$ cat src/rtl/pc_pkg.sv
// Shared program-counter definitions: fetch FSM states, decoder pc control bit
// positions and address-width defaults. The decoder uses the same bit indices.
package pc_pkg;

    localparam int PC_ADDR_W = 16;
    localparam logic [PC_ADDR_W-1:0] DEF_RESET_VECTOR = 16'h0000;

    // Bit positions inside the decoder's 3-bit pc control code
    localparam int PC_SET  = 0;
    localparam int PC_OUT  = 1;
    localparam int PC_LOCK = 2;

    typedef enum logic {
        RUN    = 1'b0,
        BUBBLE = 1'b1
    } fetch_state_e;

endpackage

$ cat src/rtl/fetch_unit.sv
// Program counter and fetch-address generator with single-level interrupt
// entry/return through a shadow PC register.
module fetch_unit
    import pc_pkg::*;
#(
    parameter int                ADDR_W       = PC_ADDR_W,
    parameter logic [ADDR_W-1:0] RESET_VECTOR = ADDR_W'(DEF_RESET_VECTOR)
) (
    input  logic              clk,
    input  logic              rst,
    input  logic [2:0]        i_pc_control_code,
    input  logic [ADDR_W-1:0] i_data_bus,
    input  logic              i_mem_ready,
    input  logic              i_interrupt,
    input  logic [ADDR_W-1:0] i_int_vector,
    input  logic              i_int_return,
    output logic [ADDR_W-1:0] o_addr_bus,
    output logic              o_addr_valid,
    output logic [ADDR_W-1:0] o_pc,
    output logic              o_int_active,
    output logic              o_int_dropped
);

    fetch_state_e      state_q, state_d;
    logic [ADDR_W-1:0] pc_q, pc_d;
    logic [ADDR_W-1:0] shadow_q, shadow_d;
    logic              int_active_q, int_active_d;
    logic              int_dropped_q, int_dropped_d;
    logic [ADDR_W-1:0] seq_pc;
    logic              addr_valid;

    // Held low during reset so no request escapes while rst is asserted
    assign addr_valid = (state_q == RUN) & i_pc_control_code[PC_OUT]
                      & ~i_pc_control_code[PC_LOCK] & ~rst;

    assign o_addr_bus    = pc_q;
    assign o_addr_valid  = addr_valid;
    assign o_pc          = pc_q;
    assign o_int_active  = int_active_q;
    assign o_int_dropped = int_dropped_q;

    // seq_pc is the lock/set/increment/hold result; it feeds both the normal
    // PC update and the shadow capture so the saved return address is exact.
    always_comb begin
        seq_pc        = pc_q;
        state_d       = state_q;
        pc_d          = pc_q;
        shadow_d      = shadow_q;
        int_active_d  = int_active_q;
        int_dropped_d = i_interrupt & ((state_q == BUBBLE) | int_active_q);

        if (i_pc_control_code[PC_LOCK])
            seq_pc = pc_q;
        else if (i_pc_control_code[PC_SET])
            seq_pc = i_data_bus;
        else if (addr_valid && i_mem_ready)
            seq_pc = pc_q + 1'b1;

        case (state_q)
            RUN: begin
                if (i_interrupt && !int_active_q) begin
                    shadow_d     = seq_pc;
                    pc_d         = i_int_vector;
                    int_active_d = 1'b1;
                    state_d      = BUBBLE;
                end else if (i_int_return && int_active_q) begin
                    pc_d         = shadow_q;
                    int_active_d = 1'b0;
                    state_d      = BUBBLE;
                end else begin
                    pc_d = seq_pc;
                end
            end
            BUBBLE:  state_d = RUN;
            default: state_d = RUN;
        endcase
    end

    always_ff @(posedge clk or posedge rst) begin
        if (rst) begin
            state_q       <= RUN;
            pc_q          <= RESET_VECTOR;
            shadow_q      <= '0;
            int_active_q  <= 1'b0;
            int_dropped_q <= 1'b0;
        end else begin
            state_q       <= state_d;
            pc_q          <= pc_d;
            shadow_q      <= shadow_d;
            int_active_q  <= int_active_d;
            int_dropped_q <= int_dropped_d;
        end
    end

endmodule

$ cat config.mk
export PLATFORM = sky130hd
export DESIGN_NAME = fetch_unit
export DESIGN_NICKNAME = d
export VERILOG_FILES = /design/src/rtl/pc_pkg.sv /design/src/rtl/fetch_unit.sv
export SDC_FILE = /design/constraint.sdc
export NUM_CORES = 1
export LEC_CHECK = 0
export CAP_MARGIN = 10
export CORE_MARGIN = 2
export CORE_UTILIZATION = 40
export DETAILED_ROUTE_END_ITERATION = 10
export PLACE_DENSITY_LB_ADDON = 0.1
export SKIP_LAST_GASP = 1
export SLEW_MARGIN = 20
export SYNTH_ARGS = -nofsm -noshare
export SYNTH_HDL_FRONTEND = slang
export SYNTH_SLANG_ARGS = --single-unit
export TNS_END_PERCENT = 100
$ cat constraint.sdc
create_clock -name clk -period 3.1 [get_ports clk]
set_input_delay 0.62 -clock clk [delete_from_list [all_inputs] [get_ports clk]]
set_output_delay 0.62 -clock clk [all_outputs]
set_load 0.01 [all_outputs]
== After elaboration in Yosys (flattened, before gate mapping) ==
Cells that the tools add are included.

* Add/subtract/negate cells: 1
* $mul: 0
* Divide/modulo/power cells: 0
* $lt $le $gt $ge: 0
* Equality and inequality tests: 0
* Shifts and indexed selects: 0
* Multiplexer cells: 10
* Bitwise gates (word level): 8
* Reduce and logical (&&, ||, !) cells: 7

{| class="wikitable"
|+ Operators with widths
! cell !! count
|-
| $mux 16 || 5
|-
| $add 16x1->16 const B || 1
|-
| $and 1x1->1 || 4
|-
| $mux 1 || 4
|-
| $reduce_and 2->1 || 2
|-
| $logic_and 1x1->1 || 3
|-
| $not 1->1 || 3
|-
| $pmux 1 s2 || 1
|-
| $reduce_bool 2->1 || 1
|-
| $logic_not 1->1 || 1
|-
| $or 1x1->1 || 1
|}

* Bits in registers: 35
* Bits in latches: 0
* RAM bits: 0
* ROM bits: 0
* Input bits: 40
* Output and inout port bits: 35
* Memories: 0

== Depth between registers and ports, before layout ==
* Depth in word-level cells: 10
* Mapped depth: 8
* Mapped depth without buffers: 5

== Worst setup path after synthesis ==
No wires, ideal clock.

* Kind: input-to-reg
* Start point: in rst
* End point: reg shadow_q[11]
* Library setup time: 134 ps
* Data arrival time: 2304 ps
* Path slack: 663 ps
* Stages on the path: 6
* Path buffers: 2
* Cells stage by stage: or4b_1 clkbuf_2 or4_1 buf_2 nor4_1 o31ai_1

* Longest elaborated chain between the ends: 6

{| class="wikitable"
|+ Ends and longest elaborated chain
! element !! line !! text
|-
| from (decl) || fetch_unit.sv:10 || <nowiki>input logic rst,</nowiki>
|-
| $not 1->1 || fetch_unit.sv:34 || <nowiki>& ~i_pc_control_code[PC_LOCK] & ~rst;</nowiki>
|-
| $and 1x1->1 || fetch_unit.sv:34 ||
|-
| $logic_and 1x1->1 || fetch_unit.sv:56 || <nowiki>else if (addr_valid && i_mem_ready)</nowiki>
|-
| $mux 16 || fetch_unit.sv:56 ||
|-
| $mux 16 || fetch_unit.sv:54 || <nowiki>else if (i_pc_control_code[PC_SET])</nowiki>
|-
| $mux 16 || fetch_unit.sv:52 || <nowiki>if (i_pc_control_code[PC_LOCK])</nowiki>
|-
| to (signal assigned) || fetch_unit.sv:89 || <nowiki>shadow_q <= shadow_d;</nowiki>
|-
| to (decl) || fetch_unit.sv:26 || <nowiki>logic [ADDR_W-1:0] shadow_q, shadow_d;</nowiki>
|}

Every way passes these cells.
A chain may end at the register's enable or synchronous reset.

== Worst setup path in the final report ==
* Start point: in rst
* End point: out o_addr_valid

* Longest elaborated chain between the ends: 2

{| class="wikitable"
|+ Ends and longest elaborated chain
! element !! line !! text
|-
| $not 1->1 || fetch_unit.sv:34 ||
|-
| $and 1x1->1 || fetch_unit.sv:34 ||
|-
| to (decl) || fetch_unit.sv:18 || <nowiki>output logic o_addr_valid,</nowiki>
|}

Every way passes these cells.

==> metrics.txt <==
status=complete, no violations; class of the worst hold path=flip-flop to flip-flop; count of clock tree sinks=35; drt first pass iters=4; slew margin rel.=0.607; DR vias/cell=5.79; CP Data Arrival Time=2.29 ns; core box area=5920 sq um; Port Buffer Count=74; Layout Skew=0.00740 ns; P&R area growth vs syn=33.5%; crit path kind=input pin to output pin; Post-synth EDFFs=0; Vias=2443; routability cong.=0.865; YS warnings=0; ys flop type=dfrtp_1; RSZ-0062 raised after global routing=no; placed cells=414; largest net degree at the start of global routing=37; critical path startpoint category=input pin; Buf/Inv on CP=3; Hold Slack=0.489 ns; total track usage=0.241; accumulated negative setup slack=0 ns; min cycle time layout=2.91 ns; die area=6750 sq um; Critical-path top delay cell=or4b_1; crit share post-route=0.940; final global-route overflow total=0; H-tree depth=2; critical path peak fanout=3; Routed WL=7500 um; Cell Area, Synth=2440 sq um; Syn Inst Count=289; Post-CTS Setup Bufs=0; worst vdd ir=0.000434 V; Clock Latency Late Sink=0.29 ns; CP delay by family, top=buffers and inverters; DRC=0; # IOs=75; CTS tree=done; Worst Path Required=2.48 ns; share of post-route cells with drive strength above 1=0.0807; hold violation total from the final report=0; most used cell, CP=clkdlybuf4s50_1; Worst path max stage delay=0.57 ns; Final Non-Filler Cells=422; Max Clock Freq=0.343 GHz; Final nets=387; sequential area share after synthesis=0.358; CP Capture Type=output pin; setup violators final=0; critical-path cell list=clkdlybuf4s50_1, or4b_1, inv_1, clkdlybuf4s50_1; initial drt markers=186; Max Slew Vio Count=0; Clk Tree Root Cell=clkbuf_8; Die Wd=82.2 um; Max Cap Viol=0; wire length per cell=17.8 um; cts repair resizes=0; ANT nets after route=0; Synth Area per Inst=8.46 sq um; vias in the first global route=2459; dpl hpwl=5370 um; global-route wire length before repair=12300 um; grt met1 use=0.329; # diodes=0; # hold bufs at CTS=0; count of unique library cells instantiated by Yosys=50; initial antenna violation count=0; Tightest Pin Transition=0.585 ns; P per Cell Area=870 nW/um^2; M2 GR Usage=0.387; Clock transition at path regs=0.07 ns; Post-synth ARST share=1.00; Initial Util=0.413; Post-Syn Nets=330; Inserted Clock Buffers=5; # rows=28; Power, Total=2840 uW; Synth Register Bits=35; grt met3 use=0.0467; Die H=82.2 um; clk buf depth=2; leakage power=0.00130 uW; GRT busiest layer=met2
## state kept, by name, indices dropped and copies added, names as in the netlist
name           cells
o_int_active       1
o_int_dropped      1
state_q            1
o_addr_bus        16
shadow_q          16
## stage by stage
step / setup slack, ns / cell area, sq um / utilization
after floorplan: 0.663 / 2440 / -
after global placement: 0.173 / 3180 / 0.537
after detailed placement: 0.134 / 3180 / 0.537
after CTS: 0.175 / 3260 / 0.551
after global routing: 0.131 / 3260 / 0.551
final: 0.186 / 3260 / 0.551
## final timing paths
| kind | startpoint | endpoint | slack [ns] | cells after the start |
|---|---|---|---|---|
| min in group asynchronous | rst | o_addr_bus[12] | 0.77 | 3 |
| hold reg to reg | shadow_q[3] | shadow_q[3] | 0.49 | 2 |
| max in group asynchronous | rst | o_addr_bus[3] | 2.00 | 3 |
| setup reg to reg | state_q | shadow_q[11] | 0.77 | 4 |
| setup / recovery | rst | o_addr_valid | 0.19 | 4 |
| hold / removal | shadow_q[3] | shadow_q[3] | 0.49 | 2 |
## final cells by class
cell class                      instances  area [sq um]
Sequential cell                        35           876
Inverter                               12          45.0
Multi-Input combinational cell        201          1300
Clock inverter                          1          5.00
Timing Repair Buffer                   91           868
Fill cell                             558          2660
Clock buffer                            7          76.3
Tap cell                               75          93.8
## metal layers
layer | up-vias | share of wire
li1 | 1182 | -
met4 | 0 | 0.013
met1 | 1165 | 0.46
met2 | 85 | 0.47
met3 | 11 | 0.060
met5 | - | 0
## cell usage in the layout (no fill, tap or decap), types with 2 or more instances in the layout
| cell | n |
|---|---|
| clkdlybuf4s50_1 | 74 |
| dfrtp_1 | 35 |
| nand2_1 | 29 |
| o21ai_0 | 20 |
| nor2_1 | 17 |
| buf_4 | 17 |
| a22oi_1 | 14 |
| inv_1 | 12 |
| nand4_1 | 9 |
| o221ai_1 | 9 |
| o31ai_1 | 9 |
| nor2b_1 | 8 |
| nand3_1 | 8 |
| mux2i_1 | 7 |
| a221o_1 | 5 |
| clkbuf_8 | 5 |
| and2_1 | 4 |
| nor3_1 | 4 |
| and3_1 | 4 |
| nor4_1 | 4 |
| nand2b_1 | 3 |
| o311a_1 | 3 |
| a211o_1 | 3 |
| and4_1 | 3 |
| a221oi_1 | 3 |
| o21a_1 | 3 |
| a21oi_1 | 3 |
| or3_1 | 2 |
| nor4b_1 | 2 |
| or4_1 | 2 |
| a41oi_1 | 2 |
| a311oi_1 | 2 |
| a211oi_1 | 2 |
| mux2_2 | 2 |
| a21o_1 | 2 |
| or2_2 | 2 |
| clkbuf_1 | 2 |
## logic make-up (layout without fill, tap and decap cells)
logic type,Yosys count,after routing,share of synthesized area
compound gates,88,88,0.269
fa+ha+maj,1,1,0.00512
buf+inv,53,111,0.111
flops,35,35,0.358
mux,9,9,0.0379
simple gates,103,103,0.219
## worst min-delay path, delay by kind of cell (launching register included)
family,cells,cell delay [ns]
flops,1,0.35
simple gates,1,0.05
compound gates,1,0.06
## where the power goes
group          switching [uW]  total, uW  internal, uW
registers                 292        969           677
logic                     743       1550           804
clock network             164        322           158
## cell usage after synthesis, types with 7 or more instances
cell type  count  share of area
nor2_1        17          0.026
clkbuf_1      18          0.028
dfrtp_1       35           0.36
o221ai_1       9          0.032
nor2b_1        8          0.020
a22oi_1       14          0.043
o21ai_0       20          0.041
nand3_1        8          0.016
inv_1         12          0.018
nand2_1       29          0.045
mux2i_1        7          0.029
buf_4         16          0.049
nand4_1        9          0.023
o31ai_1        9          0.028
Note: power is estimated with default switching activity, not from simulation.
